File: config.mk
export PLATFORM = sky130hd
export DESIGN_NAME = i_alu
export DESIGN_NICKNAME = d
export VERILOG_FILES = /design/src/rtl/isa_pkg.sv /design/src/rtl/imm_ext.sv /design/src/rtl/i_alu.sv
export SDC_FILE = /design/constraint.sdc
export NUM_CORES = 1
export LEC_CHECK = 0
export ABC_AREA = 1
export CAP_MARGIN = 20
export CORE_UTILIZATION = 40
export DETAILED_ROUTE_END_ITERATION = 8
export GPL_ROUTABILITY_DRIVEN = 0
export PLACE_DENSITY_LB_ADDON = 0.15
export SYNTH_ARGS = -nofsm -noshare
export SYNTH_HDL_FRONTEND = slang
export SYNTH_SLANG_ARGS = --single-unit
File: constraint.sdc
create_clock -name clk -period 4.5 [get_ports clk]
set_input_delay 0.45 -clock clk [delete_from_list [all_inputs] [get_ports clk]]
set_output_delay 0.45 -clock clk [all_outputs]
set_load 0.01 [all_outputs]
File: src/rtl/isa_pkg.sv
// Shared ISA constants: I-type opcode encodings and the opcode field position.
package isa_pkg;

  localparam int OPC_MSB = 31;
  localparam int OPC_LSB = 26;
  localparam int OPC_W   = OPC_MSB - OPC_LSB + 1;

  localparam logic [OPC_W-1:0] OP_ADDI  = 6'b001000;
  localparam logic [OPC_W-1:0] OP_ADDIU = 6'b001001;
  localparam logic [OPC_W-1:0] OP_SLTI  = 6'b001010;
  localparam logic [OPC_W-1:0] OP_SLTIU = 6'b001011;
  localparam logic [OPC_W-1:0] OP_ANDI  = 6'b001100;
  localparam logic [OPC_W-1:0] OP_ORI   = 6'b001101;
  localparam logic [OPC_W-1:0] OP_XORI  = 6'b001110;
  localparam logic [OPC_W-1:0] OP_LUI   = 6'b001111;
  localparam logic [OPC_W-1:0] OP_LW    = 6'b100011;
  localparam logic [OPC_W-1:0] OP_SW    = 6'b101011;

  // Pull the opcode field out of an instruction word.
  function automatic logic [OPC_W-1:0] opcode_of(input logic [31:0] inst);
    return inst[OPC_MSB:OPC_LSB];
  endfunction

endpackage

File: src/rtl/imm_ext.sv
// Immediate extender: sign- and zero-extends a 16-bit immediate to 32 bits.
module imm_ext (
  input  logic        [15:0] imm,
  output logic signed [31:0] simm,
  output logic        [31:0] zimm
);

  assign simm = {{16{imm[15]}}, imm};
  assign zimm = {16'b0, imm};

endmodule

File: src/rtl/i_alu.sv
// I-type ALU: decodes the opcode, combines rs with the extended immediate,
// and registers the result with one cycle of latency.
module i_alu
  import isa_pkg::*;
(
  input  logic        clk,
  input  logic        rst_n,
  input  logic [31:0] inst_reg,
  input  logic [31:0] ALU_I1,
  input  logic [15:0] ALU_I2,
  output logic [31:0] ALU_out
);

  logic        [OPC_W-1:0] opcode;
  logic signed [31:0]      rs_s;
  logic signed [31:0]      simm;
  logic        [31:0]      zimm;
  logic        [31:0]      result_p0;
  logic        [31:0]      alu_out_p1;
  logic                    unused_inst_bits;

  assign opcode = opcode_of(inst_reg);
  assign rs_s   = ALU_I1;

  // Only the opcode field is decoded; the remaining instruction bits are don't-care.
  assign unused_inst_bits = ^inst_reg[OPC_LSB-1:0];

  imm_ext u_imm_ext (
    .imm  (ALU_I2),
    .simm (simm),
    .zimm (zimm)
  );

  // Set-less-than results are a single flag zero-extended to the word width.
  function automatic logic [31:0] flag32(input logic f);
    return {31'b0, f};
  endfunction

  // Stage p0: combinational opcode decode; unknown opcodes produce zero.
  always_comb begin
    result_p0 = '0;
    case (opcode)
      OP_ADDI, OP_ADDIU, OP_LW, OP_SW: result_p0 = ALU_I1 + simm;
      OP_SLTI:  result_p0 = flag32(rs_s < simm);
      OP_SLTIU: result_p0 = flag32(ALU_I1 < $unsigned(simm));
      OP_ANDI:  result_p0 = ALU_I1 & zimm;
      OP_ORI:   result_p0 = ALU_I1 | zimm;
      OP_XORI:  result_p0 = ALU_I1 ^ zimm;
      OP_LUI:   result_p0 = {ALU_I2, 16'b0};
      default:  result_p0 = '0;
    endcase
  end

  // Stage p1: output register; reset clears it and drops the in-flight result.
  always_ff @(posedge clk) begin
    if (!rst_n) alu_out_p1 <= '0;
    else        alu_out_p1 <= result_p0;
  end

  assign ALU_out = alu_out_p1;

endmodule

=== Word-level counts from Yosys, hierarchy flattened ===
Cells that the tools add are included.

* Register bits: 32
* Input bits: 82
* Output and inout bits: 32
* Logic and storage cells: 19

* Add/sub/neg operators: 1
* $lt $le $gt $ge: 2
* Equality and inequality tests: 10
* Mux-type cells: 1
* Bitwise operators: 3
* Reductions and logical operators: 1

{| class="wikitable"
|+ Operators by type and width
! operator !! count
|-
| $pmux 32 s7 || 1
|-
| $eq 6x4->1 const B || 8
|-
| $add 32x32->32 || 1
|-
| $and 32x16->32 || 1
|-
| $lt 32x16->1 || 1
|-
| $lt 32x32->1 || 1
|-
| $or 32x16->32 || 1
|-
| $xor 32x16->32 || 1
|-
| $eq 6x6->1 const B || 2
|-
| $reduce_or 4->1 || 1
|}

=== Depth between registers and ports, before layout ===
Gate-level depths: netlist of the first run.

* Word-level depth: 3
* Mapped depth: 15
* Mapped depth without buffers: 15

=== Hierarchy ===
Synthesis of the first run repeated with hierarchy kept, for this count alone.

* Cell total of the unflattened synthesis: 1,016
* Area, all modules: 6,313.6 sq um

{| class="wikitable"
|+ By module, submodules not included
! module !! instances !! cells each !! area an instance (sq um) !! seq. area each (sq um)
|-
| i_alu || 1 || 951 || 5,829.3 || 640.6
|-
| imm_ext || 1 || 65 || 484.2 || 0.0
|}

=== Worst setup path after synthesis of the first run ===
OpenSTA, ideal clock, no wires.

* Path type: input -> register
* Start point: input ALU_I2[15]
* End point: register alu_out_p1[25] (netlist: ALU_out[25])
* Setup time: 134 ps
* Arrival time: 2,033 ps
* Data required time: 4,366 ps
* Path slack: 2,333 ps
* Stages: 13
* Path buffers: 0
* Path through: inv_1 ha_1 nor2_1 inv_1 nor2_1 nand2_1 inv_1 and2_1 nand2_1 nand3_1 nand2_1 nand3_1 a21oi_1

* Cells in the longest elaborated chain, start to end: 2

{| class="wikitable"
|+ RTL lines
! what !! RTL line !! text
|-
| start: declaration || i_alu.sv:10 || <nowiki>input logic [15:0] ALU_I2,</nowiki>
|-
| $add 32x32->32 || i_alu.sv:43 || <nowiki>OP_ADDI, OP_ADDIU, OP_LW, OP_SW: result_p0 = ALU_I1 + simm;</nowiki>
|-
| $pmux 32 s7 || i_alu.sv:42 || <nowiki>case (opcode)</nowiki>
|-
| end signal: assignment || i_alu.sv:57 || <nowiki>else alu_out_p1 <= result_p0;</nowiki>
|-
| end: declaration || i_alu.sv:19 || <nowiki>logic [31:0] alu_out_p1;</nowiki>
|}

Every way passes these cells.
A chain may end at the register's enable or synchronous reset.

=== Worst setup path in the final report of the first run ===
* Start point: input ALU_I2[15]
* End point: register alu_out_p1[28] (netlist: ALU_out[28])

Same word-level chain as after synthesis.

==> results of run 1 <==
## stage by stage
| step | instances | total power [mW] | hold slack (ns) | utilization (%) |
|---|---|---|---|---|
| finish | 1027 | 1.12 | 0.886 | 51.3 |
| global route | 1027 | 1.19 | 0.927 | 51.3 |
| detailed placement | 1021 | 0.786 | 1.18 | 50.1 |
| floorplan | 803 | 0.616 | 0.633 | - |
| global placement | 1021 | 0.780 | 1.17 | 50.1 |
| CTS | 1026 | 1.12 | 0.889 | 51.2 |
## Yosys cell counts (6+ instances only)
cell type,count
a21oi_1,84
o21ai_0,19
nand2_1,189
inv_1,143
nor2_1,75
dfxtp_1,32
a31oi_1,6
buf_2,6
inv_2,7
o21ai_1,7
o22ai_1,8
nand2_2,10
nor3_1,11
nand3_1,54
ha_1,79
o21bai_1,7
nand4_1,12
## final cells by class
| cell class | instances | share of cell area (%) |
|---|---|---|
| multi-input cells | 607 | 59.4 |
| repair buffers | 90 | 15.2 |
| flip-flops and latches | 32 | 10.8 |
| inverters | 150 | 9.49 |
| well taps | 143 | 3.02 |
| clock buffers | 5 | 2.11 |
## cell families after synthesis
| family | after synthesis | synth area share (%) |
|---|---|---|
| flip-flops | 32 | 13.3 |
| buffers and inverters | 164 | 13.4 |
| AO/OA/AOI/OAI | 150 | 17.7 |
| AND/OR/NAND/NOR | 377 | 34.6 |
| adder cells (fa/ha/maj) | 80 | 21.0 |
## routing by layer
metal | vias to the layer above | part of all wire (%) | track usage (%)
li1 | 2748 | - | -
met1 | 2369 | 47 | 33.1
met2 | 191 | 43 | 39.5
met3 | 29 | 6.5 | 3.65
met4 | 0 | 3.2 | 9.64
met5 | - | 0 | 0
## worst min-delay path by stage
stage / cells past startpoint / endpoint / slack, ns
floorplan: 2 / ALU_out[11] / 0.63
global placement: 3 / ALU_out[31] / 1.17
detailed placement: 3 / ALU_out[31] / 1.18
CTS: 3 / ALU_out[31] / 0.89
global route: 3 / ALU_out[31] / 0.93
finish: 3 / ALU_out[31] / 0.89
## power breakdown
part	switching, mW	internal, mW
Clock	0.130	0.196
Sequential	0.00181	0.291
Combinational	0.311	0.188
Total	0.443	0.674
==> results.json, run 1 <==
{
  "status": "finished with violations",
  "violations": "design-rule violations",
  "slew_headroom_pct": 48.7,
  "seqCellArea_um2": 641,
  "crit_arrival_ns": 3.28,
  "core_area_mm2": 0.0116,
  "synth_top_area_share_pct": 20.6,
  "synth_top_area_cell": "ha_1",
  "grtUsageTotal_pct": 24.6,
  "leakagePower_nw": 3.00,
  "setup_viol": 0,
  "drv_cap": 0,
  "hp-class": "in2reg",
  "crit_slowest_cell": "ha_1",
  "numCtsBuffers": 5,
  "dp_hpwl_mm": 12.1,
  "yosysWarnings": 0,
  "largest_register_ffs": 32,
  "synth_edf_count": 0,
  "antenna_found_initial": 0,
  "critical_path_peak_fanout": 19,
  "async_reset_ff_share_pct": 0,
  "grt_overflow_total": 0,
  "crit_cells": 14,
  "wirelength_mm": 15.2,
  "portBuffers": 87,
  "clk_path_buf_depth": 2,
  "ir_drop_mv": 0.107,
  "p_per_area_mw_per_mm2": 188,
  "avgViaCountPerCell": 5.20,
  "cts.hold.buffers_added": 0,
  "path_class": "in2reg",
  "path_clk_slew_ns": 0.05,
  "critPathMaxStageDelay_ns": 0.52,
  "synth-main-ff-cell": "dfxtp_1",
  "ys_seq_elements": 32,
  "initial_core_util_pct": 41.5,
  "die_w_um": 112,
  "critPathCapture": "ALU_out[28]",
  "worst_path_most_repeated_cell": "a21oi_1",
  "dr.first_iter.drc_count": 416,
  "syn2layout_area_growth_pct": 23.5,
  "crit_path_start": "ALU_I2[15]",
  "ios": 114,
  "pre_cts_ws_ns": 1.17,
  "fin_area_mm2": 0.00593,
  "ys_seq_area_share_pct": 13.3,
  "drt_first_pass_iters": 8,
  "syn-cell-area_mm2": 0.00480,
  "rsz0062_at_grt": "false",
  "cts_root_buffer": "clkbuf_16",
  "slew_viol_final": 0,
  "period_share_pct": 68.3,
  "avgSynthCellArea_um2": 5.98,
  "cp-start-kind": "primary input",
  "fmax_mhz": 325,
  "synth_cell_types": 42,
  "grt_pass1_vias": 4994,
  "cts_resized": 0,
  "worst_slew_pin_slew_ns": 0.768,
  "postCtsSetupBuffers": 0,
  "wire_per_inst_um": 14.8,
  "worstPathCellList": "clkdlybuf4s50_1 -> buf_4 -> inv_1 -> ha_1 -> inv_1 -> a21oi_1 -> inv_1 -> a21oi_1 -> nand2_1 -> a21oi_1 -> nand2_1 -> nand2_1 -> nand3_1 -> a21oi_1",
  "drive_gt1_share_pct": 5.66,
  "final_hold_viol_count": 0,
  "synthCells": 803,
  "htreeDepth": 2,
  "fp.dieH_um": 112,
  "place_area_mm2": 0.00579,
  "n_fill_cell": 1223,
  "timing.final.ws_setup_ns": 1.43,
  "antenna_cells": 0,
  "grt_max_degree": 33,
  "cp-end-kind": "flop",
  "path_buf_inv": 5,
  "required_ns": 4.71,
  "min_from": "ALU_I1[31]",
  "rows": 39,
  "layout_common_cells": "nand2_1, inv_1, clkdlybuf4s50_1",
  "final_antenna_net_count": 0,
  "multi_input_area_mm2": 0.00352,
  "syn_nets": 965,
  "grt_pass1_wl_mm": 24.5,
  "final_common_cell": "nand2_1",
  "drc_errors": 5,
  "cts_tree": "done",
  "dieArea_mm2": 0.0124,
  "fin_crit_ns": 3.07,
  "crit_family": "buffers and inverters",
  "nets": 1048,
  "finalSetupTns_ns": 0,
  "clock-sinks": 32,
  "num_vias": 5337,
  "synth_area_leaders": "ha_1, nand2_1, dfxtp_1, inv_1, a21oi_1"
}
No activity file was read; power rests on OpenSTA's default activity.
==> inputs of run 2 (changes only) <==
- clock period: 4.5 -> 2.6 ns (I/O delays scaled with it)
==> results.json, run 2 (synthesis results as in run 1) <==
{
  "status": "finished with violations",
  "violations": "design-rule violations",
  "path_class": "in2reg",
  "power_frac_comb_pct": 44.4,
  "finalSetupTns_ns": 0,
  "finalNonFillerCells": 1057,
  "cts_resized": 0,
  "layout_common_cells": "nand2_1, inv_1, clkdlybuf4s50_1",
  "p_int_mw": 1.24,
  "p_switching_uw": 788,
  "drc_errors": 10,
  "postCtsSetupBuffers": 0,
  "ir_drop_mv": 0.294,
  "cts.hold.buffers_added": 0,
  "seqPwrFrac_pct": 25.0,
  "fin_area_mm2": 0.00616,
  "rows": 39,
  "cts_tree": "done",
  "numCtsBuffers": 5,
  "p_sw_share_pct": 38.8,
  "dp_hpwl_mm": 12.6,
  "core_area_mm2": 0.0116,
  "critical_path_peak_fanout": 19,
  "n_fill_cell": 1215,
  "p_clk_share_pct": 30.7,
  "total_power_mw": 2.03,
  "grt_pass1_vias": 5225,
  "largest_register_ffs": 32,
  "ios": 114,
  "path_clk_slew_ns": 0.06,
  "slew_headroom_pct": 62.9,
  "fmax_mhz": 428,
  "drv_cap": 0,
  "dieArea_mm2": 0.0124,
  "wire_per_inst_um": 14.6,
  "final_hold_viol_count": 0,
  "final_antenna_net_count": 0,
  "drive_gt1_share_pct": 8.53,
  "nets": 1075,
  "min_from": "ALU_I1[31]",
  "syn2layout_area_growth_pct": 28.3,
  "worst_slew_pin_slew_ns": 0.555,
  "whs_endpoint": "ALU_out[31]",
  "grt_max_degree": 20,
  "grt_overflow_total": 0,
  "place_area_mm2": 0.00601,
  "num_vias": 5581,
  "fp.dieH_um": 112,
  "timing.final.ws_setup_ns": 0.266,
  "drt_first_pass_iters": 7,
  "setup_viol": 0,
  "hp-class": "in2reg",
  "rsz0062_at_grt": "false",
  "p_per_area_mw_per_mm2": 329,
  "die_w_um": 112,
  "fin_crit_ns": 2.33,
  "pre_cts_ws_ns": 0.0223,
  "htreeDepth": 2,
  "cp-start-kind": "primary input",
  "fin_hold_ws_ns": 0.684,
  "hold_depth": 3,
  "clk_path_buf_depth": 2,
  "dr.first_iter.drc_count": 370,
  "cp-end-kind": "flop",
  "avgViaCountPerCell": 5.28,
  "dpl.cell_count": 1049,
  "antenna_cells": 0,
  "required_ns": 2.82,
  "grtUsageTotal_pct": 25.6,
  "initial_core_util_pct": 41.5,
  "antenna_found_initial": 0,
  "utilization_pct": 53.3,
  "clock-sinks": 32,
  "crit_arrival_ns": 2.56,
  "period_share_pct": 89.8,
  "slew_viol_final": 0,
  "leakagePower_nw": 3.15,
  "grt_pass1_wl_mm": 25.1,
  "wirelength_mm": 15.4,
  "cts_root_buffer": "clkbuf_16",
  "final_common_cell": "nand2_1",
  "portBuffers": 87
}
## run 2: cell count changes in the layout (fill, tap and decap cells not counted)
| cell | change |
|---|---|
| buf_4 | +27 |
| clkbuf_1 | +2 |
| buf_12 | +1 |
| buf_8 | -1 |
| clkbuf_8 | +1 |
## run 2: worst max-delay path by stage
stage                        to        from  slack [ns]
global placement    ALU_out[28]  ALU_I2[15]        0.02
global route        ALU_out[26]  ALU_I2[15]        0.07
detailed placement  ALU_out[25]  ALU_I2[15]        0.02
finish              ALU_out[28]  ALU_I2[15]        0.27
CTS                 ALU_out[28]  ALU_I2[15]        0.33
floorplan           ALU_out[25]  ALU_I2[15]        0.62
## run 2: worst max-delay path, stage by stage
cell and delay, ns:
clkdlybuf4s50_1 0.48, inv_1 0.07, buf_12 0.15, ha_1 0.37, inv_1 0.10, a21oi_1 0.23, inv_1 0.06, a21oi_1 0.18
nand2_1 0.09, a21oi_1 0.21, nand2_1 0.08, nand2_1 0.06, nand3_1 0.08, a21oi_1 0.13
## run 2: power groups by stage
stage	clock network, mW	registers [mW]	logic, mW
5_1_grt	0.658	0.508	1.00
3_3_place_gp	0	0.517	0.873
4_1_cts	0.646	0.507	0.888
2_1_floorplan	0	0.524	0.542
6_report	0.622	0.507	0.900
3_5_place_dp	0	0.517	0.882
## run 2: area by class of cell
cell class	count	area, um^2	share of cell area (%)
clock buffer	8	146	2.38
multi-input combinational	607	3520	57.2
inverter	150	563	9.14
timing repair buffer	117	1110	18.0
sequential	32	641	10.4
tap	143	179	2.90
## run 2: routing by layer
layer,wire [um],GRT usage (%),vias up
li1,-,-,2802
met2,6590,40.3,229
met3,1040,4.57,43
met5,0,0,-
met4,692,13.0,0
met1,7090,33.4,2507
==> inputs of run 3 (changes only) <==
- CAP_MARGIN: 20 -> 25
==> results of run 3 <==
No change in the layout: final DEF, timing and power equal those of run 2.
